## config.mk

```make
export PLATFORM = sky130hd
export DESIGN_NAME = fetch_sequencer
export DESIGN_NICKNAME = d
export VERILOG_FILES = /design/src/rtl/fetch_sequencer.sv
export SDC_FILE = /design/constraint.sdc
export NUM_CORES = 1
export LEC_CHECK = 0
export ABC_AREA = 0
export CAP_MARGIN = 20
export CORE_ASPECT_RATIO = 1.4
export CORE_MARGIN = 4
export CORE_UTILIZATION = 46
export CTS_CLUSTER_SIZE = 24
export DETAILED_ROUTE_END_ITERATION = 16
export GPL_TIMING_DRIVEN = 0
export PLACE_DENSITY = 0.85
export RECOVER_POWER = 100
export SLEW_MARGIN = 20
export SYNTH_ARGS = -nofsm -noshare
export SYNTH_HDL_FRONTEND = slang
export SYNTH_SLANG_ARGS = --single-unit
```

## constraint.sdc

```tcl
create_clock -name clock -period 4.3 [get_ports clock]
set_clock_uncertainty 0.2 [all_clocks]
set_input_delay 0.43 -clock clock [delete_from_list [all_inputs] [get_ports clock]]
set_output_delay 0.43 -clock clock [all_outputs]
set_load 0.05 [all_outputs]
```

## src/rtl/fetch_sequencer.sv

```systemverilog
// Instruction fetch sequencer: assembles 16- or 32-bit instructions from a
// half-word instruction memory and hands them to the decoder one at a time.
module fetch_sequencer #(
    parameter logic [15:0] RESET_PC = 16'h0000
) (
    input  logic        clock,
    input  logic        reset_n,
    output logic        mem_req,
    output logic [15:0] mem_addr,
    input  logic        mem_ack,
    input  logic [15:0] mem_data,
    input  logic        branch_valid,
    input  logic [15:0] branch_target,
    output logic        dec_valid,
    input  logic        dec_ready,
    output logic [31:0] dec_instr,
    output logic        dec_is_32,
    output logic [15:0] dec_pc
);

    localparam logic [1:0] FETCH_LO = 2'd0;
    localparam logic [1:0] FETCH_HI = 2'd1;
    localparam logic [1:0] ISSUE    = 2'd2;

    logic [1:0]  state;
    logic [15:0] pc;
    logic [15:0] lo_word;
    logic [15:0] hi_word;
    logic        is_32;
    // Set on the first edge that sees reset released; keeps mem_req low until then.
    logic        running;

    always_comb begin
        mem_req   = running && (state == FETCH_LO || state == FETCH_HI);
        mem_addr  = (state == FETCH_HI) ? pc + 16'd1 : pc;
        dec_valid = (state == ISSUE);
        dec_instr = {hi_word, lo_word};
        dec_is_32 = is_32;
        dec_pc    = pc;
    end

    // A branch overrides everything, including an ack or a decoder handshake
    // arriving in the same cycle.
    always_ff @(posedge clock) begin
        if (!reset_n) begin
            state   <= FETCH_LO;
            pc      <= RESET_PC;
            lo_word <= 16'h0000;
            hi_word <= 16'h0000;
            is_32   <= 1'b0;
            running <= 1'b0;
        end else begin
            running <= 1'b1;
            if (branch_valid) begin
                pc    <= branch_target;
                state <= FETCH_LO;
            end else begin
                case (state)
                    FETCH_LO: begin
                        if (mem_req && mem_ack) begin
                            lo_word <= mem_data;
                            if (mem_data[15]) begin
                                state <= FETCH_HI;
                            end else begin
                                hi_word <= 16'h0000;
                                is_32   <= 1'b0;
                                state   <= ISSUE;
                            end
                        end
                    end
                    FETCH_HI: begin
                        if (mem_req && mem_ack) begin
                            hi_word <= mem_data;
                            is_32   <= 1'b1;
                            state   <= ISSUE;
                        end
                    end
                    ISSUE: begin
                        if (dec_ready) begin
                            pc    <= pc + (is_32 ? 16'd2 : 16'd1);
                            state <= FETCH_LO;
                        end
                    end
                    default: state <= FETCH_LO;
                endcase
            end
        end
    end

endmodule

```

Yosys cells after proc, flatten, opt, wreduce, memory -nomap -nowiden
Index checks and enable logic that the tools add are counted.
{"block": "totals", "regBits": 52, "latch_bits": 0, "ramBits": 0, "rom_bits": 0, "out_inout_bits": 67, "n_memories": 0}
{"block": "classes", "n_addsub": 2, "n_mul": 0, "n_div": 0, "n_lt_le_gt_ge": 0, "n_eq_ne": 6, "n_shift": 0, "n_mux": 19, "n_bitwise": 2, "n_reduce_logical": 12}
{"operator": "two-way mux 16 bit", "count": 7}
{"operator": "case mux 16 bit (2 select lines)", "count": 1}
{"operator": "adder 16 x 1 -> 16 bit, second input constant", "count": 1}
{"operator": "adder 16 x 2 -> 16 bit", "count": 1}
{"operator": "two-way mux 2 bit", "count": 5}
{"operator": "!= test 2 x 1 -> 1 bit, second input constant", "count": 3}
{"operator": "case mux 2 bit (3 select lines)", "count": 1}
{"operator": "AND reduction 3 bit", "count": 2}
{"operator": "nonzero test 2 bit", "count": 3}
{"operator": "AND reduction 5 bit", "count": 1}
{"operator": "two-way mux 1 bit", "count": 4}
{"operator": "== test 2 x 1 -> 1 bit, second input constant", "count": 1}
{"operator": "== test 2 bit, second input constant", "count": 1}
{"operator": "logical AND 1 bit", "count": 2}
{"operator": "zero test 2 bit", "count": 1}
{"operator": "!= test 2 bit, second input constant", "count": 1}
{"operator": "NOT 1 bit", "count": 2}
{"operator": "case mux 1 bit (2 select lines)", "count": 1}
{"operator": "AND reduction 2 bit", "count": 1}
{"operator": "OR reduction 2 bit", "count": 1}
{"operator": "logical OR 1 bit", "count": 1}

Depth between registers and ports, before layout
{"block": "depth", "word_depth": 6, "ltp_mapped": 8}

Least setup slack after synthesis
Ideal clock, no wire load.
{"block": "synth_path", "kind": "flip-flop to output port", "from": "register pc[0], in the netlist dec_pc[0]", "to": "output port mem_addr[14]", "arrival_time_ps": 2349, "required_ps": 3670, "path_slack_ps": 1321, "path_stages_with_launch": 6, "path_buffers": 0, "cell_sequence": "dfxtp_1 ha_1 and4b_1 and2_1 nand4_1 xnor2_1"}
{"block": "synth_between", "elab_chain_cells": 2}
{"element": "from (decl)", "line": "26", "rtl": "logic [15:0] pc;"}
{"element": "from (signal assigned)", "line": "55", "rtl": "pc <= branch_target;"}
{"element": "from (signal assigned)", "line": "80", "rtl": "pc <= pc + (is_32 ? 16'd2 : 16'd1);"}
{"element": "adder 16 x 1 -> 16 bit", "line": "35", "rtl": "mem_addr = (state == FETCH_HI) ? pc + 16'd1 : pc;"}
{"element": "two-way mux 16 bit", "line": "35"}
{"element": "to (decl)", "line": "9", "rtl": "output logic [15:0] mem_addr,"}
No other way between the ends.

Worst setup path after layout
{"block": "layout_path", "from": "register state[1]", "to": "output port mem_addr[11]"}
{"block": "layout_between", "elab_chain_cells": 2}
{"element": "from (decl)", "line": "25", "rtl": "logic [1:0] state;"}
{"element": "from (signal assigned)", "line": "46", "rtl": "state <= FETCH_LO;"}
{"element": "from (signal assigned)", "line": "56", "rtl": "state <= FETCH_LO;"}
{"element": "from (signal assigned)", "line": "63", "rtl": "state <= FETCH_HI;"}
{"element": "== test 2 x 1 -> 1 bit", "line": "35"}
{"element": "two-way mux 16 bit", "line": "35"}
No other way between the ends.

==> metrics.txt <==
Clk pin slew, worst setup/hold paths 0.09 ns; Yosys cell types 48; Hold Path Class reg -> reg; Root Buffer clkbuf_8; Fin. Hold Viols 0; Setup crit end mem_addr[11]; Reg-to-Reg End lo_word[12]$_SDFFE_PN0P_; Avg Synthesized Cell Area 8.44 sq um; worst relative slew slack 22.4%; Initial Util 48.5%; leakage power 0.00147 uW; post_cts resized 0; Crit. End Element primary output; synthesized net count 344; Achievable Freq 0.285 GHz; Fin Hold WS 0.256 ns; largest family of logic cells by synthesized area simple AND/OR/NAND/NOR gates; Sink Count 52; top cell type's share of synthesized area 40.7%; final setup vio count 0; Critical Path Source state[1]$_SDFFE_PP0P_; # diodes 0; Tot Pwr 1060 uW; Tot GR Track Use 21.9%; DRT Pass-1 Iters 6; CORE AREA 5280 sq um; Syn Std Cell Area 2560 sq um; initial antenna violation count 0; Fillers 450; Layout area overhead 45.6%; register bit total from synthesis 52; Die Height 96.2 um; DIE AREA 6830 sq um; Max VDD drop 0.172 mV; port buffer count 103; Die Width 71 um; Tightest Pin Transition 1.15 ns; gpl congestion 0.924; CTS tree built; Syn Inst Count 303; number of routed nets with antenna violations 0; most frequent cells in the layout dlygate4sd3_1, dfxtp_1, nand2_1, clkdlybuf4s50_1, a21oi_1; MaxCap Viol Count 0; commonest non-fill, non-tap cell in the layout dlygate4sd3_1; crit path max fanout 10; final net count 454; mux cell area share after synthesis 0.392%; global-route wire length before repair 12.0 mm; dominant cells by area after synthesis dfxtp_1, nand2_1, a21oi_1; post-synthesis xor/xnor area fraction 8.22%; # hold bufs at CTS 0; clk_lat worst skew 0.30 ns; total wire length 7.33 mm; via count 2567; I/O pin total 104; RR Startpoint state[1]$_SDFFE_PP0P_; DRC 0; layout cells sized above 1 5.56%; num rows 31; Worst Path Arrival 2.88 ns; Setup CP Type reg -> out; PD cells 285 nW/um^2; Via-to-Cell Ratio 5.35; Post-Synth Simple-Gate Area 24.2%; compound-gate portion of the synthesized area 19.0%; hold_sp lo_word[6]$_SDFFE_PN0P_; area leader, netlist dfxtp_1; sequential element share of the synthesized area 40.7%; fin crit share 81.7%; Final min period 3.51 ns; setup TNS 0 ns; TritonCTS Buffers 5; dpl hpwl 5.69 mm; R2R Setup Slk 1.86 ns; H-tree levels 2; Post-CTS Setup Inserts 0; largest net degree at the start of global routing 17; element type at the critical path start flip-flop; CP Data Required Time 3.67 ns; R2R depth 5; unrepaired setup endpoints after global routing false; vias in the first global route 2545; Synth Area in Adders 2.25%; Final Max Tran Viols 0; global route total overflow 0; DR iter-0 viols 181; synth warn 0; WL per Instance 15.3 um; Max clock buf depth 2; status complete, no violations
## cells by family after synthesis
| family | count (synthesis) |
|---|---|
| AO/OA/AOI/OAI | 72 |
| AND/OR/NAND/NOR | 120 |
| buffers and inverters | 30 |
| flip-flops | 52 |
| XOR/XNOR | 24 |
| multiplexers | 1 |
| adder cells (fa/ha/maj) | 4 |
## registers in the layout, indices dropped and copies added (netlist names)
signal,count
dec_pc,16
hi_word,16
lo_word,16
state,2
dec_is_32,1
running,1
## layer usage
metal	vias to the layer above	wire, um	track usage, %
li1	1279	-	-
met2	120	3570	39.2
met4	0	112	7.37
met1	1160	3030	26.0
met5	-	0	0
met3	8	610	4.39
## worst max-delay path, stage by stage (launching register included)
cell           delay, ns
dfxtp_1             0.32
buf_2               0.17
and2b_1             0.31
nand4_1             0.37
nor3_1              0.35
xor2_1              0.17
dlygate4sd3_1       0.89
## final cells by class
type / count / area [sq um] / area share (%)
plain buffers: 21 / 87.6 / 2.35
clock buffers: 6 / 72.6 / 1.95
clock inverters: 2 / 16.3 / 0.437
inverters: 9 / 33.8 / 0.908
multi-input cells: 221 / 1360 / 36.4
flip-flops and latches: 52 / 1040 / 28.0
well taps: 66 / 82.6 / 2.22
repair buffers: 103 / 1030 / 27.7
## power breakdown
group          switching, uW  internal [uW]
sequential              15.4            499
clock                    160            116
combinational            175           95.3
total                    350            710
## cells in the mapped netlist, drive strengths merged
master and count:
a211oi 4, a21o 1, a21oi 30, a22oi 16, a31o 1, a31oi 5
a32oi 1, and2 1, and2b 1, and3 3, and3b 1, and4 1
and4b 1, buf 10, clkbuf 11, clkinv 1, dfxtp 52, fa 1
ha 3, inv 8, mux2i 1, nand2 43, nand2b 3, nand3 3
nand3b 1, nand4 10, nand4b 3, nor2 28, nor2b 3, nor3 7
nor3b 3, nor4 5, o211a 1, o211ai 2, o21ai 11, or3 1
or4 1, or4b 1, xnor2 17, xor2 7
## worst min path at each step
stage,end,slack [ns],cells past startpoint
5_1_grt,lo_word[11]$_SDFFE_PN0P_,0.28,2
4_1_cts,lo_word[6]$_SDFFE_PN0P_,0.26,2
2_1_floorplan,running$_DFF_P_,0.26,0
3_5_place_dp,lo_word[6]$_SDFFE_PN0P_,0.25,2
6_report,lo_word[6]$_SDFFE_PN0P_,0.26,2
3_3_place_gp,lo_word[5]$_SDFFE_PN0P_,0.24,2
## stage by stage
stage / utilization, % / cell area, sq um / setup WS [ns] / cells
after floorplan: - / 2560 / 1.32 / 303
after global placement: 69.6 / 3670 / 1.18 / 472
after detailed placement: 69.6 / 3670 / 1.19 / 472
after CTS: 71.3 / 3760 / 0.819 / 480
after global routing: 70.5 / 3720 / 0.636 / 480
final: 70.5 / 3720 / 0.787 / 480
(Power assumes the default switching activity.)
